[src/rtl/dds_serial_writer.sv]
`timescale 1ns/1ps
// dds_serial_writer
//
// Replays an assembled NBITS-bit DDS programming word onto the DDS serial port,
// entirely on the system clock. A toggle on new_word_tgl (from the Rabbit SCLK
// domain) is synchronised, the word is snapshotted, then shifted out index 0
// first: chip-select low, NBITS serial clocks, chip-select high, IO_UPDATE pulse.
//
// Ports:
//   clk            system clock, the only clock
//   rst_n          synchronous active-low reset
//   full_word      assembled word, bit 0 is sent first
//   new_word_tgl   asynchronous toggle, one change per completed upstream word
//   dds_cs_n       DDS chip select, active low
//   dds_sclk       DDS serial clock, idles low, DDS samples on rising edge
//   dds_sdio       DDS serial data, changes on falling edges of dds_sclk
//   dds_io_update  DDS register-commit pulse, UPD_CYCLES clocks wide
//   busy           high from frame start until return to idle
//   overrun        sticky, set when a request had to be merged and was lost
//   frame_count    completed frames, wraps
module dds_serial_writer #(
    parameter int unsigned NBITS      = 184,
    parameter int unsigned HALF_DIV   = 4,
    parameter int unsigned UPD_CYCLES = 8
) (
    input  logic             clk,
    input  logic             rst_n,
    input  logic [NBITS-1:0] full_word,
    input  logic             new_word_tgl,
    output logic             dds_cs_n,
    output logic             dds_sclk,
    output logic             dds_sdio,
    output logic             dds_io_update,
    output logic             busy,
    output logic             overrun,
    output logic [15:0]      frame_count
);

    localparam int unsigned CntMax = (HALF_DIV > UPD_CYCLES) ? HALF_DIV : UPD_CYCLES;
    localparam int unsigned CntW   = $clog2(CntMax + 1);
    localparam int unsigned BitW   = $clog2(NBITS + 1);

    localparam logic [CntW-1:0] HalfLast = CntW'(HALF_DIV - 1);
    localparam logic [CntW-1:0] UpdLast  = CntW'(UPD_CYCLES - 1);
    localparam logic [BitW-1:0] LastBit  = BitW'(NBITS - 1);

    typedef enum logic [2:0] {
        StIdle,
        StSetup,
        StShift,
        StHold,
        StUpdate
    } state_e;

    state_e             state_q, state_d;
    logic [CntW-1:0]    cnt_q, cnt_d;
    logic [BitW-1:0]    bit_cnt_q, bit_cnt_d;
    logic [NBITS-1:0]   sreg_q, sreg_d;
    logic               cs_n_q, cs_n_d;
    logic               sclk_q, sclk_d;
    logic               sdio_q, sdio_d;
    logic               io_update_q, io_update_d;
    logic               busy_q, busy_d;
    logic               pending_q, pending_d;
    logic               overrun_q, overrun_d;
    logic [15:0]        frame_count_q, frame_count_d;

    // Toggle synchroniser. Deliberately not reset: it keeps tracking the input
    // through reset so a level held across reset never looks like a toggle.
    logic sync1_q, sync2_q, sync3_q;
    logic req;

    always_ff @(posedge clk) begin
        sync1_q <= new_word_tgl;
        sync2_q <= sync1_q;
        sync3_q <= sync2_q;
    end

    assign req = (sync2_q ^ sync3_q) & rst_n;

    always_comb begin
        state_d       = state_q;
        cnt_d         = cnt_q;
        bit_cnt_d     = bit_cnt_q;
        sreg_d        = sreg_q;
        cs_n_d        = cs_n_q;
        sclk_d        = sclk_q;
        sdio_d        = sdio_q;
        io_update_d   = io_update_q;
        busy_d        = busy_q;
        pending_d     = pending_q;
        overrun_d     = overrun_q;
        frame_count_d = frame_count_q;

        // Requests outside idle are queued (one deep); a second one is merged.
        if (req) begin
            if (pending_q) begin
                overrun_d = 1'b1;
            end
            if (state_q != StIdle) begin
                pending_d = 1'b1;
            end
        end

        unique case (state_q)
            StIdle: begin
                if (req || pending_q) begin
                    sreg_d    = full_word;
                    sdio_d    = full_word[0];
                    cs_n_d    = 1'b0;
                    busy_d    = 1'b1;
                    pending_d = 1'b0;
                    cnt_d     = '0;
                    bit_cnt_d = '0;
                    state_d   = StSetup;
                end
            end

            // Data setup time before the first rising edge.
            StSetup: begin
                if (cnt_q == HalfLast) begin
                    sclk_d  = 1'b1;
                    cnt_d   = '0;
                    state_d = StShift;
                end else begin
                    cnt_d = cnt_q + 1'b1;
                end
            end

            // bit_cnt counts falling edges; the NBITS-th fall ends the shift.
            StShift: begin
                if (cnt_q == HalfLast) begin
                    cnt_d = '0;
                    if (!sclk_q) begin
                        sclk_d = 1'b1;
                    end else begin
                        sclk_d = 1'b0;
                        if (bit_cnt_q == LastBit) begin
                            state_d = StHold;
                        end else begin
                            sdio_d    = sreg_q[1];
                            sreg_d    = sreg_q >> 1;
                            bit_cnt_d = bit_cnt_q + 1'b1;
                        end
                    end
                end else begin
                    cnt_d = cnt_q + 1'b1;
                end
            end

            // Hold time after the last falling edge before releasing chip select.
            StHold: begin
                if (cnt_q == HalfLast) begin
                    cs_n_d  = 1'b1;
                    cnt_d   = '0;
                    state_d = StUpdate;
                end else begin
                    cnt_d = cnt_q + 1'b1;
                end
            end

            // One clock of gap after cs_n rises, then the io_update pulse.
            StUpdate: begin
                if (!io_update_q) begin
                    io_update_d = 1'b1;
                    cnt_d       = '0;
                end else if (cnt_q == UpdLast) begin
                    io_update_d   = 1'b0;
                    frame_count_d = frame_count_q + 16'd1;
                    busy_d        = 1'b0;
                    state_d       = StIdle;
                end else begin
                    cnt_d = cnt_q + 1'b1;
                end
            end

            default: begin
                state_d = StIdle;
            end
        endcase
    end

    always_ff @(posedge clk) begin
        if (!rst_n) begin
            state_q       <= StIdle;
            cnt_q         <= '0;
            bit_cnt_q     <= '0;
            sreg_q        <= '0;
            cs_n_q        <= 1'b1;
            sclk_q        <= 1'b0;
            sdio_q        <= 1'b0;
            io_update_q   <= 1'b0;
            busy_q        <= 1'b0;
            pending_q     <= 1'b0;
            overrun_q     <= 1'b0;
            frame_count_q <= 16'd0;
        end else begin
            state_q       <= state_d;
            cnt_q         <= cnt_d;
            bit_cnt_q     <= bit_cnt_d;
            sreg_q        <= sreg_d;
            cs_n_q        <= cs_n_d;
            sclk_q        <= sclk_d;
            sdio_q        <= sdio_d;
            io_update_q   <= io_update_d;
            busy_q        <= busy_d;
            pending_q     <= pending_d;
            overrun_q     <= overrun_d;
            frame_count_q <= frame_count_d;
        end
    end

    assign dds_cs_n      = cs_n_q;
    assign dds_sclk      = sclk_q;
    assign dds_sdio      = sdio_q;
    assign dds_io_update = io_update_q;
    assign busy          = busy_q;
    assign overrun       = overrun_q;
    assign frame_count   = frame_count_q;

endmodule

[config.mk]
export PLATFORM = sky130hd
export DESIGN_NAME = dds_serial_writer
export DESIGN_NICKNAME = d
export VERILOG_FILES = /design/src/rtl/dds_serial_writer.sv
export SDC_FILE = /design/constraint.sdc
export NUM_CORES = 1
export LEC_CHECK = 0
export ABC_AREA = 1
export ABC_CLOCK_PERIOD_IN_PS = 1710
export CAP_MARGIN = 0
export CORE_ASPECT_RATIO = 0.6
export CORE_UTILIZATION = 49
export DETAILED_ROUTE_END_ITERATION = 7
export GPL_TIMING_DRIVEN = 1
export HOLD_SLACK_MARGIN = 0.08
export PLACE_DENSITY = 0.78
export SLEW_MARGIN = 20
export SYNTH_ARGS = -nofsm -noshare
export SYNTH_HDL_FRONTEND = slang
export SYNTH_SLANG_ARGS = --single-unit
export TNS_END_PERCENT = 20
[constraint.sdc]
create_clock -name clk -period 1.71 [get_ports clk]
set_input_delay 0.2565 -clock clk [delete_from_list [all_inputs] [get_ports clk]]
set_output_delay 0.2565 -clock clk [all_outputs]
set_load 0.03 [all_outputs]
# Word-level counts from Yosys, hierarchy flattened
# Index checks and enable logic that the tools add are counted.
[classes]
n_addsub = 3
mul = 0
div_mod_pow = 0
order_cmp = 0
n_eq_ne = 17
n_shift = 0
n_mux = 45
n_bitwise = 2
n_reduce_logical = 17
[op_table]
columns = ["op", "n"]
rows = [
  ["$mux W184", 4],
  ["$pmux W184 S2", 1],
  ["$mux W8", 4],
  ["$mux W3", 8],
  ["$ne A2 B2 Y1 const B", 9],
  ["$mux W1", 17],
  ["$add A16 B1 Y16 const B", 1],
  ["$mux W4", 4],
  ["$pmux W8 S2", 1],
  ["$pmux W3 S5", 1],
  ["$pmux W4 S3", 1],
  ["$reduce_and A3 Y1", 4],
  ["$add A8 B1 Y8 const B", 1],
  ["$eq A8 B8 Y1 const B", 1],
  ["$pmux W1 S2", 4],
  ["$reduce_and A8 Y1", 1],
  ["$reduce_bool A2 Y1", 4],
  ["$eq A3 B2 Y1 const B", 2],
  ["$reduce_bool A3 Y1", 2],
  ["$reduce_and A5 Y1", 1],
  ["$add A4 B1 Y4 const B", 1],
  ["$eq A4 B2 Y1 const B", 1],
  ["$eq A4 B3 Y1 const B", 1],
  ["$reduce_and A4 Y1", 1],
  ["other kinds (9)", 9],
]
[totals]
ff_bits = 225
latchBits = 0
ramBits = 0
rom_bits = 0
in_bits = 187
memories = 0

# Logic depth before layout (Yosys ltp)
# Gate-level depths: netlist of the first run.
[logic_depth]
depth_word = 5
ltp_mapped = 12

# Worst setup path after synthesis of the first run
# Ideal clock, no wire load.
[synth_timing]
path_type = "register to register"
startpoint = "register bit_cnt_q[0]"
endpoint = "register sreg_q[26]"
setup_time_ps = 128
arrival_time_ps = 1500
setup_slack_ps = 82
path_stages_with_launch = 11
n_path_buf = 2
cell_sequence = "dfxtp_1 > ha_1 > nand2_1 > nor2_1 > nand2_1 > nand2_1 > nand2_2 > nand2_4 > buf_2 > clkbuf_1 > a21oi_1"
[synth_via]
elab_chain_cells = 3
[synth_lines]
columns = ["item", "line", "text"]
rows = [
  ["start, declared", "57", "logic [BitW-1:0] bit_cnt_q, bit_cnt_d;"],
  ["start signal, assigned", "200", "bit_cnt_q <= bit_cnt_d;"],
  ["$eq A8 B8 Y1", "138", "if (bit_cnt_q == LastBit) begin"],
  ["$ne A2 B2 Y1 (no source line)", "n/a", ""],
  ["$reduce_and A5 Y1 (no source line)", "n/a", ""],
  ["end signal, assigned", "201", "sreg_q <= sreg_d;"],
  ["end, declared", "58", "logic [NBITS-1:0] sreg_q, sreg_d;"],
]
# No other way between the ends.
# A chain may end at the register's enable or synchronous reset.

# Worst setup path in the final report of the first run
[layout_timing]
startpoint = "register sclk_q, in the netlist dds_sclk"
endpoint = "output port dds_sclk"
[layout_rtl]
columns = ["item", "line", "text"]
rows = [
  ["start, declared", "60", "logic sclk_q, sclk_d;"],
  ["start signal, assigned", "203", "sclk_q <= sclk_d;"],
  ["end, declared", "31", "output logic dds_sclk,"],
]
# No word-level cell between the ends.

==> results of run 1 <==
-- worst max path at each step --
stage | depth (start not counted) | slack [ns] | start | endpoint
2_1_floorplan | 10 | 0.08 | bit_cnt_q[0] | sreg_q[26]
3_3_place_gp | 10 | -0.05 | bit_cnt_q[0] | sreg_q[183]
3_5_place_dp | 10 | -0.07 | bit_cnt_q[0] | sreg_q[183]
4_1_cts | 9 | 0.003 | state_q[1] | sreg_q[14]
5_1_grt | 10 | -0.04 | state_q[0] | sreg_q[33]
6_report | 1 | 0.06 | dds_sclk | dds_sclk
-- final cells by class --
type                            count  area, µm²
Multi-Input combinational cell   1153       5544
Clock inverter                      4      60.06
Fill cell                        2083       8347
Timing Repair Buffer              280       3153
Inverter                          399       1498
Tap cell                          322      402.9
Sequential cell                   224       4489
Clock buffer                       36      674.4
-- placed cells by master (no fill, tap or decap), types with 3 or more instances in the layout --
cell	n
nor3_1	4
a21oi_2	39
nand2_1	440
nand4_1	6
clkbuf_16	34
a21oi_1	164
nor2_4	3
inv_1	396
dfxtp_1	220
o21ai_1	87
buf_16	7
o21ai_0	107
clkbuf_8	5
clkdlybuf4s50_1	185
buf_6	7
xor2_1	5
buf_4	33
nor2_1	49
nand3_1	213
dfxtp_2	4
nor2_2	4
dlygate4sd2_1	21
buf_12	14
nand2_8	4
inv_2	3
clkbuf_1	8
nand2_2	5
-- state kept, by name (all words and copies together), names as in the netlist --
signal         flops
dds_cs_n           1
busy               1
dds_sclk           1
sync2_q            1
state_q            3
dds_io_update      1
overrun            1
sync3_q            1
sync1_q            1
frame_count       16
cnt_q              4
pending_q          1
sreg_q           184
bit_cnt_q          8
-- kinds of logic after synthesis --
kind of cell    synth area share
flops                     0.3711
xor+xnor                0.004349
buf+inv                   0.1850
compound gates            0.1788
simple gates              0.2576
fa+ha+maj               0.003107
-- repair_timing --
action	CTS	global route
gates resized for setup	31	87
cloned	3	13
pin swaps	0	6
endpoints found under the setup margin	181	214
buffers inserted	10	1
-- layer usage --
metal  track usage  part of all wire
met5             0                 0
met4       0.04524             0.015
met3       0.03192             0.071
met2        0.3775              0.44
met1        0.3565              0.47
-- through the flow --
step                cells  setup TNS (ns)  setup WS (ns)  instance area [µm²]
global route         2418         -0.2459       -0.04483                15820
global placement     2351        -0.05160       -0.05160                14430
finish               2418               0        0.06492                15820
floorplan            1904               0        0.08199                12080
detailed placement   2351          -1.985       -0.07142                14430
CTS                  2404               0       0.002946                15360
-- power groups by stage --
stage	Combinational (W)	Sequential, W	Clock [W]
6_report	0.0121	0.00824	0.00498
5_1_grt	0.0134	0.00843	0.00530
4_1_cts	0.0107	0.00819	0.00507
3_5_place_dp	0.0101	0.00829	0
3_3_place_gp	0.00982	0.00820	0
2_1_floorplan	0.00771	0.00818	0
-- worst reg2reg max path, stage by stage, from the launching register on --
cell	delay [ns]
dfxtp_1	0.34
inv_1	0.06
nand2_1	0.08
nand3_2	0.10
nand2_2	0.11
nand2_4	0.10
nand2_8	0.16
nand2_8	0.09
buf_6	0.14
buf_4	0.13
o21ai_0	0.14
nor2_1	0.07
==> impl_results.md, run 1 <==
- Drt total wl: 34270 µm
- Share of flip-flops with an asynchronous set or reset: 0
- Total global routing track utilization: 0.2417
- Hold Crit Class: primary input to flop
- Synth Flop Type: dfxtp_1
- Pleak: 7.423 nW
- Max Fclk: 607.9 MHz
- CP top delay family: flip-flops
- Area delta synth->final: 30.93%
- Critical path, cell by cell: clkdlybuf4s15_1
- CP Capture Type: primary output
- Total CTS buffers: 23
- Global-route wire length before repair: 50960 µm
- Switching part of the total power: 0.3995
- Ant diodes: 0
- Clk pwr share: 0.197
- R2R depth: 11
- Synth cell count leaders: 445 x nand2_1, 396 x inv_1, 224 x dfxtp_1, 215 x nand3_1, 171 x a21oi_1
- Slew headroom: 0.6877
- Dominant cells by area after synthesis: dfxtp_1 37%, nand2_1 14%, inv_1 12%
- Yosys synthesis warning count: 0
- Worst-path clk slew: 0.06 ns
- Top-count cell post-synth: nand2_1
- Worst reg2reg startpoint: sync2_q
- Core ar.: 24170 µm²
- Worst Skew: 0.01265 ns
- First DRT Iteration DRCs: 1212
- Via Count: 12370
- Worst skew pair latency: 0.52 ns
- DRC: 0
- CP arrival: 1.39 ns
- Hold-fix buffers at CTS: 0
- Largest area contributor in the netlist: dfxtp_1
- CTS tree: built
- Distinct cells, synth: 33
- Gate power share: 0.477
- Post-synth EDFFs: 0
- Htree depth: 1
- Flop pwr share: 0.326
- Synth Register Bits: 224
- Syn nets: 2094
- Worst path bufs/invs: 1
- Unrepaired setup endpoints after global routing: true
- Maximum fanout along the worst path: 4
- Placer's final routability congestion estimate: 0.8978
- Chip Width: 204.7 µm
- Syn Area/Cell: 6.347 µm²
- VDD IR max: 1158 µV
- Via density: 5.117
- Endpoints failing hold: 0
- Hold Crit Depth: 1
- WP data required: 1.45 ns
- Hold_sp: new_word_tgl
- Starting density of the core: 0.5000
- Die height: 123.6 µm
- WL/cell: 14.17 µm
- Worst hold slack: 0.1823 ns
- Io pins: 209
- Final period util: 0.9620
- Slowest Stage Delay on Critical Path: 0.46 ns
- Final setup fails: 0
- WS Path Type: flop to primary output
- Initial antenna violation count: 0
- Reg2reg end: bit_cnt_q[1]
- DPL Wire Length: 19580 µm
- Mapped Cells: 1904
- Post-route ant nets: 0
- CTS max path bufs: 3
- Number of global-route vias before repair: 10500
- Hold EP: sync1_q
- Final net count: 2271
- Slew @ Worst Pin: 0.4685 ns
- Clock sinks: 224
- Tmin final: 1.645 ns
- Site Rows: 44
- Fin util: 0.6546
- DR pass1 iterations: 8
- Critical Path Source Type: flop
- Max cap viols: 0
- Final Power: 0.02529 W
- Synthesized area: 12080 µm²
- Slowest CP cell: dfxtp_1
- Status: finished, final reports clean
- Max Slew Vio Count: 0
- Psw: 0.01010 W
- Synth top area share: 0.3711
- Root buffer cell: clkbuf_16
- Flop-to-flop setup slack: 0.06 ns
- PD cells: 1599 nW/µm²
- DIE AREA: 25310 µm²
- Internal: 0.01519 W
- Register area share after synthesis: 0.3711
- Layout cell share with drive strength beyond 1: 0.08445
- Largest net degree at the start of global routing: 117
- PortBufs: 208
- Grt total ovfl: 0
(Power assumes the default switching activity.)
==> inputs of run 2 (changes only) <==
--- a/config.mk
+++ b/config.mk
@@ -6,7 +6,6 @@
 export NUM_CORES = 1
 export LEC_CHECK = 0
 export ABC_AREA = 1
-export ABC_CLOCK_PERIOD_IN_PS = 1710
 export CAP_MARGIN = 0
 export CORE_ASPECT_RATIO = 0.6
 export CORE_UTILIZATION = 49
@@ -14,7 +13,6 @@
 export GPL_TIMING_DRIVEN = 1
 export HOLD_SLACK_MARGIN = 0.08
 export PLACE_DENSITY = 0.78
-export SLEW_MARGIN = 20
 export SYNTH_ARGS = -nofsm -noshare
 export SYNTH_HDL_FRONTEND = slang
 export SYNTH_SLANG_ARGS = --single-unit
==> results of run 2 <==
Same layout as run 1: the final DEF is identical, and so are final timing and power.
==> inputs of run 3 (changes only) <==
--- a/config.mk
+++ b/config.mk
@@ -6,7 +6,6 @@
 export NUM_CORES = 1
 export LEC_CHECK = 0
 export ABC_AREA = 1
-export CAP_MARGIN = 0
 export CORE_ASPECT_RATIO = 0.6
 export CORE_UTILIZATION = 49
 export DETAILED_ROUTE_END_ITERATION = 7
==> results of run 3 <==
Same layout as run 1: the final DEF is identical, and so are final timing and power.
